File: config.mk
export PLATFORM = sky130hd
export DESIGN_NAME = mtimer_prescaled
export DESIGN_NICKNAME = d
export VERILOG_FILES = /design/src/rtl/mtimer_prescaled.sv
export SDC_FILE = /design/constraint.sdc
export NUM_CORES = 1
export LEC_CHECK = 0
export ABC_CLOCK_PERIOD_IN_PS = 3350
export BUFFER_PORTS_ARGS = -buffer_cell sky130_fd_sc_hd__buf_2
export CAP_MARGIN = 25
export CORE_ASPECT_RATIO = 1.75
export CORE_MARGIN = 2
export CORE_UTILIZATION = 30
export CTS_BUF_LIST = sky130_fd_sc_hd__clkbuf_4 sky130_fd_sc_hd__clkbuf_8
export DETAILED_ROUTE_END_ITERATION = 16
export PLACE_DENSITY = 0.44
export SKIP_CTS_REPAIR_TIMING = 1
export SLEW_MARGIN = 20
export SYNTH_ARGS = -nofsm -noshare
export SYNTH_HDL_FRONTEND = slang
export SYNTH_SLANG_ARGS = --single-unit
File: constraint.sdc
create_clock -name clk_i -period 3.35 [get_ports clk_i]
set_input_delay 0.1675 -clock clk_i [delete_from_list [all_inputs] [get_ports clk_i]]
set_output_delay 0.1675 -clock clk_i [all_outputs]
set_load 0.05 [all_outputs]
File: src/rtl/mtimer_prescaled.sv
// RISC-V machine timer: 64-bit mtime advanced by a 16-bit prescaler, 64-bit mtimecmp, level interrupt.
// Latency: every request gets a registered response (rvalid/rdata/err) exactly one cycle later.
// Backpressure: none; requests are always accepted, back-to-back requests each get a response.
module mtimer_prescaled #(
  parameter int DataWidth    = 32,
  parameter int AddressWidth = 32
) (
  input  logic                    clk_i,
  input  logic                    rst_ni,
  input  logic                    timer_req_i,
  input  logic                    timer_we_i,
  input  logic [DataWidth/8-1:0]  timer_be_i,
  input  logic [AddressWidth-1:0] timer_addr_i,
  input  logic [DataWidth-1:0]    timer_wdata_i,
  output logic                    timer_rvalid_o,
  output logic [DataWidth-1:0]    timer_rdata_o,
  output logic                    timer_err_o,
  output logic                    timer_intr_o
);

  localparam logic [2:0] IdxMtimeLo = 3'd0;
  localparam logic [2:0] IdxMtimeHi = 3'd1;
  localparam logic [2:0] IdxCmpLo   = 3'd2;
  localparam logic [2:0] IdxCmpHi   = 3'd3;
  localparam logic [2:0] IdxCtrl    = 3'd4;
  localparam logic [2:0] IdxPresc   = 3'd5;
  localparam logic [2:0] IdxStatus  = 3'd6;

  logic [63:0] mtime_q;
  logic [63:0] mtimecmp_q;
  logic [31:0] hi_shadow_q;
  logic [15:0] pcnt_q;
  logic [15:0] prescale_q;
  logic        en_q;
  logic        ie_q;

  logic [2:0]  reg_idx;
  logic        mapped;
  logic        wr_any;
  logic        rd_req;
  logic [31:0] wmask;
  logic [31:0] cur_word;
  logic [31:0] wr_word;
  logic [31:0] rd_word;
  logic        cmp_ge;
  logic        tick;
  logic        wr_mtime_lo;
  logic        wr_mtime_hi;
  logic        wr_cmp_lo;
  logic        wr_cmp_hi;
  logic        wr_ctrl;
  logic        wr_presc;
  logic        addr_unused;

  // Only the window offset is decoded; the base lives in the interconnect.
  assign addr_unused = ^{timer_addr_i[AddressWidth-1:12], timer_addr_i[1:0]};

  assign reg_idx = timer_addr_i[4:2];
  assign mapped  = (timer_addr_i[11:5] == 7'd0) && (reg_idx != 3'd7);
  // A write with no byte lanes set is a legal no-op, so it must not disturb pcnt or drop a tick.
  assign wr_any  = timer_req_i && timer_we_i && mapped && (timer_be_i != '0);
  assign rd_req  = timer_req_i && !timer_we_i;
  assign wmask   = {{8{timer_be_i[3]}}, {8{timer_be_i[2]}}, {8{timer_be_i[1]}}, {8{timer_be_i[0]}}};

  assign wr_mtime_lo = wr_any && (reg_idx == IdxMtimeLo);
  assign wr_mtime_hi = wr_any && (reg_idx == IdxMtimeHi);
  assign wr_cmp_lo   = wr_any && (reg_idx == IdxCmpLo);
  assign wr_cmp_hi   = wr_any && (reg_idx == IdxCmpHi);
  assign wr_ctrl     = wr_any && (reg_idx == IdxCtrl);
  assign wr_presc    = wr_any && (reg_idx == IdxPresc);

  assign cmp_ge = (mtime_q >= mtimecmp_q);
  assign tick   = en_q && (pcnt_q == prescale_q);

  // Live value of the addressed register, used as the base for byte-lane merging on writes.
  always_comb begin
    cur_word = 32'd0;
    case (reg_idx)
      IdxMtimeLo: cur_word = mtime_q[31:0];
      IdxMtimeHi: cur_word = mtime_q[63:32];
      IdxCmpLo:   cur_word = mtimecmp_q[31:0];
      IdxCmpHi:   cur_word = mtimecmp_q[63:32];
      IdxCtrl:    cur_word = {30'd0, ie_q, en_q};
      IdxPresc:   cur_word = {16'd0, prescale_q};
      default:    cur_word = 32'd0;
    endcase
  end

  assign wr_word = (cur_word & ~wmask) | (timer_wdata_i & wmask);

  // Read mux: MTIME_HI returns the shadow captured by the last MTIME_LO read.
  always_comb begin
    rd_word = 32'd0;
    if (mapped) begin
      case (reg_idx)
        IdxMtimeHi: rd_word = hi_shadow_q;
        IdxStatus:  rd_word = {31'd0, cmp_ge};
        default:    rd_word = cur_word;
      endcase
    end
  end

  // Prescaler: any CTRL/PRESCALE write restarts the period; an mtime write does not touch it.
  always_ff @(posedge clk_i or negedge rst_ni) begin
    if (!rst_ni) begin
      pcnt_q <= 16'd0;
    end else if (wr_ctrl || wr_presc) begin
      pcnt_q <= 16'd0;
    end else if (en_q) begin
      pcnt_q <= tick ? 16'd0 : pcnt_q + 16'd1;
    end
  end

  // mtime: a bus write to either half overrides the whole register and swallows a coincident tick.
  always_ff @(posedge clk_i or negedge rst_ni) begin
    if (!rst_ni) begin
      mtime_q <= 64'd0;
    end else if (wr_mtime_lo) begin
      mtime_q <= {mtime_q[63:32], wr_word};
    end else if (wr_mtime_hi) begin
      mtime_q <= {wr_word, mtime_q[31:0]};
    end else if (tick) begin
      mtime_q <= mtime_q + 64'd1;
    end
  end

  // Software-visible configuration registers, merged per byte lane.
  always_ff @(posedge clk_i or negedge rst_ni) begin
    if (!rst_ni) begin
      mtimecmp_q <= '1;
      en_q       <= 1'b0;
      ie_q       <= 1'b0;
      prescale_q <= 16'd0;
    end else begin
      if (wr_cmp_lo) mtimecmp_q[31:0]  <= wr_word;
      if (wr_cmp_hi) mtimecmp_q[63:32] <= wr_word;
      if (wr_ctrl) begin
        en_q <= wr_word[0];
        ie_q <= wr_word[1];
      end
      if (wr_presc) prescale_q <= wr_word[15:0];
    end
  end

  // Registered bus response and the hi-half shadow, both sampled at the request edge.
  always_ff @(posedge clk_i or negedge rst_ni) begin
    if (!rst_ni) begin
      timer_rvalid_o <= 1'b0;
      timer_rdata_o  <= 32'd0;
      timer_err_o    <= 1'b0;
      hi_shadow_q    <= 32'd0;
    end else begin
      timer_rvalid_o <= timer_req_i;
      timer_err_o    <= timer_req_i && !mapped;
      timer_rdata_o  <= rd_req ? rd_word : 32'd0;
      if (rd_req && mapped && (reg_idx == IdxMtimeLo)) hi_shadow_q <= mtime_q[63:32];
    end
  end

  // Level interrupt registered from the current register values.
  always_ff @(posedge clk_i or negedge rst_ni) begin
    if (!rst_ni) begin
      timer_intr_o <= 1'b0;
    end else begin
      timer_intr_o <= ie_q && cmp_ge;
    end
  end

endmodule

# Word level (Yosys, flattened, before mapping)
# Cells that the tools add are included.
[op_classes]
add_sub_neg = 2
magnitude_cmp = 1
n_eq_ne = 9
muxes = 10
n_bitwise = 5
n_reduce_logical = 27
[op_table]
columns = ["operator", "count"]
rows = [
  ["$pmux 32 s6", 1],
  ["$mux 64", 2],
  ["$mux 32", 3],
  ["$add 64x1->64 const B", 1],
  ["$and 32x32->32", 2],
  ["$ge 64x64->1", 1],
  ["$pmux 32 s2", 1],
  ["$mux 16", 3],
  ["$not 32->32", 1],
  ["$or 32x32->32", 1],
  ["$add 16x1->16 const B", 1],
  ["$eq 16x16->1", 1],
  ["$logic_and 1x1->1", 16],
  ["$eq 3x3->1 const B", 3],
  ["$logic_not 7->1", 1],
  ["$eq 3x2->1 const B", 2],
  ["$reduce_bool 2->1", 3],
  ["$reduce_and 2->1", 2],
  ["$reduce_bool 4->1", 1],
  ["$eq 3x1->1 const B", 1],
  ["$logic_not 3->1", 1],
  ["$ne 3x3->1 const B", 1],
  ["$logic_not 1->1", 2],
  ["$ne 2x2->1 const B", 1],
  ["other kinds (2)", 2],
]
[totals]
register_bits = 229
in_bits = 72
output_inout_bits = 35
word_cells = 67

# Depth between registers and ports, before layout
# Gate-level depths: netlist (run 1).
[depth]
depth_word = 7
ltp_mapped = 11
mapped_depth_nobuf = 9

# Worst setup path before layout (run 1)
# Ideal clock, no wire load.
[synth_path]
kind = "flip-flop to flip-flop"
start = "register mtimecmp_q[11]"
end = "register timer_rdata_o[0]"
setup_time_ns = 0.120
t_arrival_ns = 2.298
required_ns = 3.230
path_slack_ns = 0.932
path_stages_with_launch = 10
n_path_buf = 0
period_less_slack_ns = 2.418
cell_sequence = "dfstp_2 > inv_1 > ha_1 > a21oi_1 > o21ai_0 > a221o_1 > o31a_1 > o311ai_0 > a31oi_1 > a31o_2"
[synth_between]
elab_chain_len = 4
[synth_lines]
columns = ["item", "line", "source"]
rows = [
  ["from (decl)", "30", "logic [63:0] mtimecmp_q;"],
  ["from (signal assigned)", "135", "if (wr_cmp_lo) mtimecmp_q[31:0] <= wr_word;"],
  ["$ge 64x64->1", "72", "assign cmp_ge = (mtime_q >= mtimecmp_q);"],
  ["$pmux 32 s2", "95", "case (reg_idx)"],
  ["$mux 32", "94", "if (mapped) begin"],
  ["$mux 32", "155", "timer_rdata_o <= rd_req ? rd_word : 32'd0;"],
  ["to (signal assigned)", "155", ""],
  ["to (decl)", "16", "output logic [DataWidth-1:0] timer_rdata_o,"],
]
# Every way passes these cells.
# A chain may end at the register's enable or synchronous reset.

# Worst setup path in the final report (run 1)
[layout_path]
start = "register mtime_q[0]"
end = "register mtime_q[28]"
[layout_between]
elab_chain_len = 4
[layout_lines]
columns = ["item", "line", "source"]
rows = [
  ["from (decl)", "29", "logic [63:0] mtime_q;"],
  ["from (signal assigned)", "119", "mtime_q <= {mtime_q[63:32], wr_word};"],
  ["from (signal assigned)", "121", "mtime_q <= {wr_word, mtime_q[31:0]};"],
  ["from (signal assigned)", "123", "mtime_q <= mtime_q + 64'd1;"],
  ["$add 64x1->64", "123", ""],
  ["$mux 64", "122", "end else if (tick) begin"],
  ["$mux 64", "120", "end else if (wr_mtime_hi) begin"],
  ["$mux 32", "118", "end else if (wr_mtime_lo) begin"],
]
# Every way passes these cells. The select of a mux whose other input is x is not followed.

==> results.tsv, run 1 <==
stage	metric	value	unit
synthesis	sequential share of the synthesized area	0.4215	
sta	final hold vios	0	
cts	CTS Sinks	229	
synthesis	Syn Std Cell Area	0.01379	sq mm
hold_path	hold depth	4	
floorplanning	Core ar.	0.04523	sq mm
hold_path	hold endpoint	mtimecmp_q[39]	
floorplanning	die width	166.0	microns
cts	CTS tree	done	
floorplanning	starting density of the core	0.3048	
job	max-cap violations	0	
drt	wire per inst	23.59	microns
setup_path	Crit path largest cell delay	0.47	ns
setup_path	worst reg2reg startpoint	mtime_q[0]	
setup_path	worst path arrival time	3.45	ns
synthesis	Synth Area per Inst	8.764	sq um
global_routing	largest net degree at the start of global routing	88	
cts	TritonCTS buffer count	43	
synthesis	Mapped Nets	1711	
synthesis	Cells after Synth	1573	
cts	Clock transition at path regs	0.06	ns
drt	wirelength, routed	54.33	mm
placement	gpl congestion	0.8937	
hold_path	hold path startpoint	timer_wdata_i[7]	
synthesis	Synth Warn #	0	
setup_path	worst path cell trace	ha_1, nand4_1, or2_2, nor3_1, nand3_1, or3_1, a2bb2oi_1, o22a_1	
sta	worst-margin pin slew	0.8676	ns
finish	area occupied by multi-input gates	0.007306	sq mm
sta	fin crit period	2.972	ns
drt	DR pass1 iterations	5	
setup_path	path depth of the worst reg2reg path	8	
placement	Inst Count DP	2219	
sta	fmax	336.5	MHz
global_routing	initial antenna violation count	2	
global_routing	GRT Resource Usage Total	0.2247	
global_routing	grt total ovfl	0	
setup_path	Crit Path Category	reg2reg	
finish	Nets	1827	
setup_path	startpoint class of the critical path	flop	
drt	First DRT Iteration DRCs	874	
setup_path	r2r setup slk	0.38	ns
cts	htree depth	2	
sta	Slew Viols, Final	0	
cts	Worst-Skew Late Latency	0.60	ns
setup_path	Required @ worst endpoint	3.82	ns
floorplanning	Die Y	287.6	microns
placement	post-DP HPWL	41.27	mm
hold_path	Worst Hold Class	in2reg	
sta	final cycle utilization of the critical path	0.8871	
placement	# port buffers	84	
global_routing	first-pass GRT wire length	80.81	mm
finish	Area Overhead vs Synth	17.25	%
drt	DRC	0	
finish	share of cells above drive strength 1	0.2158	
power	Cell Pwr Density	398.4	mW/mm^2
cts	clk root buf	clkbuf_8	
setup_path	crit-path max FO	7	
sta	RSZ-0062 raised after global routing	false	
power	Pleak	6.974	nW
sta	clk_skew	0.02597	ns
global_routing	vias in the first global route	12450	
synthesis	Unique masters post-synth	72	
sta	post-route setup TNS	0	ns
sta	Final Setup Violations	0	
run_status	status	finished clean	
finish	final core occ	0.3573	
power	Max VDD drop	331.2	uV
synthesis	EDFF count, synth	0	
setup_path	CP max stage cell	dfrtp_1	
setup_path	worst path bufs/invs	0	
setup_path	critical path's top delay family	simple AND/OR/NAND/NOR gates	
floorplanning	IO Pins	107	
floorplanning	Die ar.	0.04775	sq mm
finish	sequential cell area	0.005811	sq mm
finish	final non-filler cell total	2303	
sta	relative slew slack	0.4177	
cts	clock buffer depth	3	
synthesis	asr flop ratio synth	1.000	
floorplanning	Rows	103	
drt	via count	12470	
setup_path	CP endpoint kind	flop	
synthesis	flops & latches, synth	229	
drt	Post-DRT Antenna Nets	0	
finish	Filler cells	4747	
synthesis	Primary FF master, synth	dfrtp_1	
setup_path	RR Endpoint	mtime_q[28]	
drt	Vias/cell	5.413	
sequential cells by signal, indices dropped and copies added (netlist names):
register and count:
pcnt_q 16, timer_rvalid_o 1, timer_intr_o 1, mtime_q 64
en_q 1, ie_q 1, prescale_q 16, mtimecmp_q 64
timer_rdata_o 32, hi_shadow_q 32, timer_err_o 1
cell usage after synthesis (all sizes together), types with 9 or more instances:
| master | instances | area (sq um) |
|---|---|---|
| ha | 66 | 825.8 |
| mux2i | 33 | 330.3 |
| xor2 | 14 | 122.6 |
| buf | 38 | 197.7 |
| a21oi | 156 | 784.5 |
| and3 | 21 | 131.4 |
| and2 | 10 | 62.56 |
| mux2 | 41 | 461.7 |
| or3 | 9 | 56.30 |
| nand2 | 226 | 848.3 |
| a21o | 19 | 142.6 |
| o21ai | 154 | 770.7 |
| nand3 | 43 | 220.2 |
| o31ai | 14 | 105.1 |
| clkbuf | 53 | 198.9 |
| a22o | 23 | 201.4 |
| dfstp | 64 | 1682 |
| a221o | 14 | 140.1 |
| a22oi | 26 | 195.2 |
| inv | 80 | 300.3 |
| xnor2 | 10 | 87.58 |
| dfrtp | 165 | 4129 |
| nor3 | 39 | 210.2 |
| nand4 | 33 | 212.7 |
| o22ai | 12 | 75.07 |
| nor2 | 114 | 427.9 |
cell usage in the layout (no fill, tap or decap), types with 6 or more instances in the layout:
cell	count
nand4_1	32
nor3_1	35
o21ai_0	151
clkbuf_4	18
a21o_1	19
a221o_1	14
inv_1	80
nand3_1	42
a21oi_1	155
xnor2_1	10
and3_1	21
nor2b_1	8
or4_1	6
mux4_2	6
o22ai_1	12
mux2i_1	33
dfstp_2	64
a22oi_1	26
dfrtp_1	165
nand2b_1	6
or3_1	9
mux2_2	41
nand2_1	223
a22o_1	23
nor2_1	112
o31ai_1	14
ha_1	66
o22a_1	7
clkbuf_8	55
and4_1	7
buf_4	71
xor2_1	14
buf_2	83
and2_1	10
how the worst max path moves through the flow:
stage,start,end,cells past startpoint
6_report,mtime_q[0],mtime_q[28],8
5_1_grt,mtime_q[0],mtime_q[28],8
4_1_cts,mtime_q[0],mtime_q[28],8
3_5_place_dp,mtime_q[0],mtime_q[28],8
3_3_place_gp,mtime_q[0],mtime_q[50],8
2_1_floorplan,mtimecmp_q[11],timer_rdata_o[0],9
per-stage QoR:
stage	worst slack (ns)	cell area (sq um)	power, mW	hold slack [ns]
finish	0.3782	16160	6.441	0.003470
floorplan	0.9318	13790	3.230	-0.1281
CTS	0.3857	16140	6.535	-0.3931
global placement	0.4664	15200	3.482	0.2410
detailed placement	0.4170	15200	3.488	0.2431
global route	0.1557	16160	6.690	0.02662
cell families after synthesis:
family                     share of synthesized area
AOI/OAI and AO/OA                             0.2028
xor gates and xnor gates                     0.01525
adders and majority gates                    0.05990
buffers and inverters                        0.05055
DFF                                           0.4215
muxes                                        0.06725
and+or+nand+nor                               0.1828
power breakdown:
part,internal [mW],leakage [nW],switching (mW)
Clock,1.68,0.508,1.32
Sequential,2.83,2.82,0.0985
Combinational,0.185,3.65,0.328
Total,4.70,6.97,1.74
tightest hold or removal path, delay by kind of cell:
kind                   cells  cell delay [ns]
AO/OA/AOI/OAI              2             0.25
buffers and inverters      1             0.10
AND/OR/NAND/NOR            1             0.07
metal layers:
layer	vias up	part of all wire	GRT usage
met2	354	0.53	0.4211
met1	6093	0.39	0.2518
met5	-	0.00024	0
met3	119	0.036	0.02626
met4	2	0.051	0.1070
li1	5898	-	-
cell type report:
class	count	area share
Sequential cell	229	0.3595
Multi-Input combinational cell	1173	0.4520
Clock inverter	7	0.002787
Clock buffer	73	0.05519
Inverter	80	0.01858
Tap cell	577	0.04466
Timing Repair Buffer	162	0.06703
Antenna cell	2	0.0003096
No activity file was read; power rests on OpenSTA's default activity.
==> run 2, diff against run 1 <==
--- a/config.mk
+++ b/config.mk
@@ -8,14 +8,15 @@
 export ABC_CLOCK_PERIOD_IN_PS = 3350
 export BUFFER_PORTS_ARGS = -buffer_cell sky130_fd_sc_hd__buf_2
 export CAP_MARGIN = 25
+export CELL_PAD_IN_SITES_DETAIL_PLACEMENT = 1
+export CELL_PAD_IN_SITES_GLOBAL_PLACEMENT = 1
 export CORE_ASPECT_RATIO = 1.75
 export CORE_MARGIN = 2
 export CORE_UTILIZATION = 30
 export CTS_BUF_LIST = sky130_fd_sc_hd__clkbuf_4 sky130_fd_sc_hd__clkbuf_8
 export DETAILED_ROUTE_END_ITERATION = 16
-export PLACE_DENSITY = 0.44
+export PLACE_DENSITY = 0.54
 export SKIP_CTS_REPAIR_TIMING = 1
-export SLEW_MARGIN = 20
 export SYNTH_ARGS = -nofsm -noshare
 export SYNTH_HDL_FRONTEND = slang
 export SYNTH_SLANG_ARGS = --single-unit
==> results.tsv, run 2 (same netlist as run 1, synthesis figures left out) <==
stage	metric	value	unit	change
setup_path	Required @ worst endpoint	3.86	ns	was 3.82 ns
cts	Worst-Skew Late Latency	0.61	ns	was 0.60 ns
cts	CTS Sinks	229		unchanged
sta	post-route setup TNS	0	ns	unchanged
cts	clock buffer depth	3		unchanged
global_routing	first-pass GRT wire length	87.10	mm	was 80.81 mm
floorplanning	IO Pins	107		unchanged
sta	fin crit period	2.932	ns	was 2.972 ns
cts	clk root buf	clkbuf_8		unchanged
floorplanning	die width	166.0	microns	unchanged
finish	Area Overhead vs Synth	18.11	%	was 17.25%
power	total power	6.535	mW	was 6.441 mW
sta	Slew Viols, Final	0		unchanged
run_status	status	finished clean		unchanged
placement	gpl congestion	0.8587		was 0.8937
sta	relative slew slack	0.4365		was 0.4177
sta	Final Setup Violations	0		unchanged
drt	wire per inst	25.11	microns	was 23.59 microns
sta	clk_skew	0.03786	ns	was 0.02597 ns
global_routing	vias in the first global route	13540		was 12450
sta	RSZ-0062 raised after global routing	false		unchanged
power	Cell Pwr Density	401.4	mW/mm^2	was 398.4 mW/mm^2
setup_path	startpoint class of the critical path	flop		unchanged
global_routing	initial antenna violation count	3		was 2
drt	First DRT Iteration DRCs	651		was 874
job	max-cap violations	0		unchanged
drt	Vias/cell	5.500		was 5.413
floorplanning	starting density of the core	0.3048		unchanged
cts	Clock transition at path regs	0.07	ns	was 0.06 ns
sta	final cycle utilization of the critical path	0.8753		was 0.8871
sta	fmax	341.0	MHz	was 336.5 MHz
setup_path	path depth of the worst reg2reg path	8		unchanged
drt	DR pass1 iterations	7		was 5
setup_path	crit-path max FO	10		was 7
hold_path	Worst Hold Class	in2reg		unchanged
finish	share of cells above drive strength 1	0.2207		was 0.2158
cts	htree depth	2		unchanged
cts	TritonCTS buffer count	42		was 43
drt	DRC	0		unchanged
sta	worst-margin pin slew	0.8364	ns	was 0.8676 ns
finish	Nets	1839		was 1827
floorplanning	Die ar.	0.04775	sq mm	unchanged
finish	most common cell after layout, fill and taps aside	nand2_1		unchanged
drt	wirelength, routed	58.09	mm	was 54.33 mm
power	Max VDD drop	314.6	uV	was 331.2 uV
floorplanning	Core ar.	0.04523	sq mm	unchanged
setup_path	worst path arrival time	3.44	ns	was 3.45 ns
finish	largest registers	mtime_q (64), mtimecmp_q (64)		unchanged
drt	Post-DRT Antenna Nets	0		unchanged
finish	leading cell types in the layout, fill and taps excluded	223 x nand2_1, 165 x dfrtp_1, 155 x a21oi_1		unchanged
sta	final hold vios	0		unchanged
global_routing	GRT Resource Usage Total	0.2423		was 0.2247
placement	# port buffers	84		unchanged
cts	CTS tree	done		unchanged
finish	Filler cells	5328		was 4747
setup_path	CP endpoint kind	flop		unchanged
global_routing	largest net degree at the start of global routing	76		was 88
hold_path	hold depth	3		was 4
floorplanning	Die Y	287.6	microns	unchanged
floorplanning	Rows	103		unchanged
setup_path	Crit Path Category	reg2reg		unchanged
placement	post-DP HPWL	45.11	mm	was 41.27 mm
drt	via count	12720		was 12470
global_routing	grt total ovfl	0		unchanged
power	Pleak	7.035	nW	was 6.974 nW
## run 2: changes by cell type in the layout (fill, tap and decap cells not counted)
cell	change
buf_4	+12
clkbuf_8	-3
bufinv_16	+2
clkbuf_4	-2
buf_12	-1
buf_16	+1
clkinv_2	+1
clkinv_4	-1
clkinvlp_4	+1
diode_2	-1
dlygate4sd3_1	+1
nand3_1	-1
nand3_2	+1
## run 2: path summary, 6_finish.rpt
kind / from / endpoint / slack, ns
worst max register to register: mtime_q[1] / mtime_q[60] / 0.42
worst min-delay path: timer_wdata_i[8] / mtimecmp_q[40] / 0.02
max in group asynchronous: rst_ni / mtimecmp_q[53] / 2.28
min in group asynchronous: rst_ni / pcnt_q[2] / 0.15
worst min register to register: hi_shadow_q[10] / hi_shadow_q[10] / 0.48
worst max-delay path: mtime_q[1] / mtime_q[60] / 0.42
## run 2: metrics by stage
step	hold WS, ns	setup WS (ns)	instances	cell area (sq um)	utilization
after floorplan	-0.1281	0.9318	1573	13790	-
after global placement	0.2119	0.4635	2230	15280	0.3377
after detailed placement	0.2096	0.4110	2230	15280	0.3377
after CTS	-0.4360	0.3722	2308	16220	0.3586
after global routing	0.005111	0.1475	2313	16280	0.3599
final	0.01530	0.4177	2313	16280	0.3599
## run 2: layout make-up
type,instances,area (sq um),area share
Antenna cell,1,2.502,0.0001537
Tap cell,577,721.9,0.04434
Clock inverter,10,108.9,0.006686
Sequential cell,229,5811,0.3569
Inverter,80,300.3,0.01844
Multi-Input combinational cell,1173,7311,0.4490
Clock buffer,68,835.8,0.05133
Timing Repair Buffer,175,1191,0.07316
## run 2: critical path: stages (launching register included)
cell	delay [ns]
dfrtp_1	0.44
ha_1	0.27
nand4_1	0.28
nor3_1	0.39
nand2_1	0.15
or4_1	0.77
o31ai_1	0.30
a21oi_1	0.10
a21oi_1	0.15
## run 2: per-layer routing
metal	vias to the layer above	share of wire	global-route usage
met4	0	0.040	0.09413
li1	5883	-	-
met1	6473	0.38	0.2643
met5	-	0	0
met2	263	0.55	0.4743
met3	103	0.030	0.02653
## run 2: power by group
group	internal, mW	switching, mW	leakage, nW
registers	2.83	0.108	2.82
clock network	1.74	1.32	0.505
logic	0.192	0.341	3.71
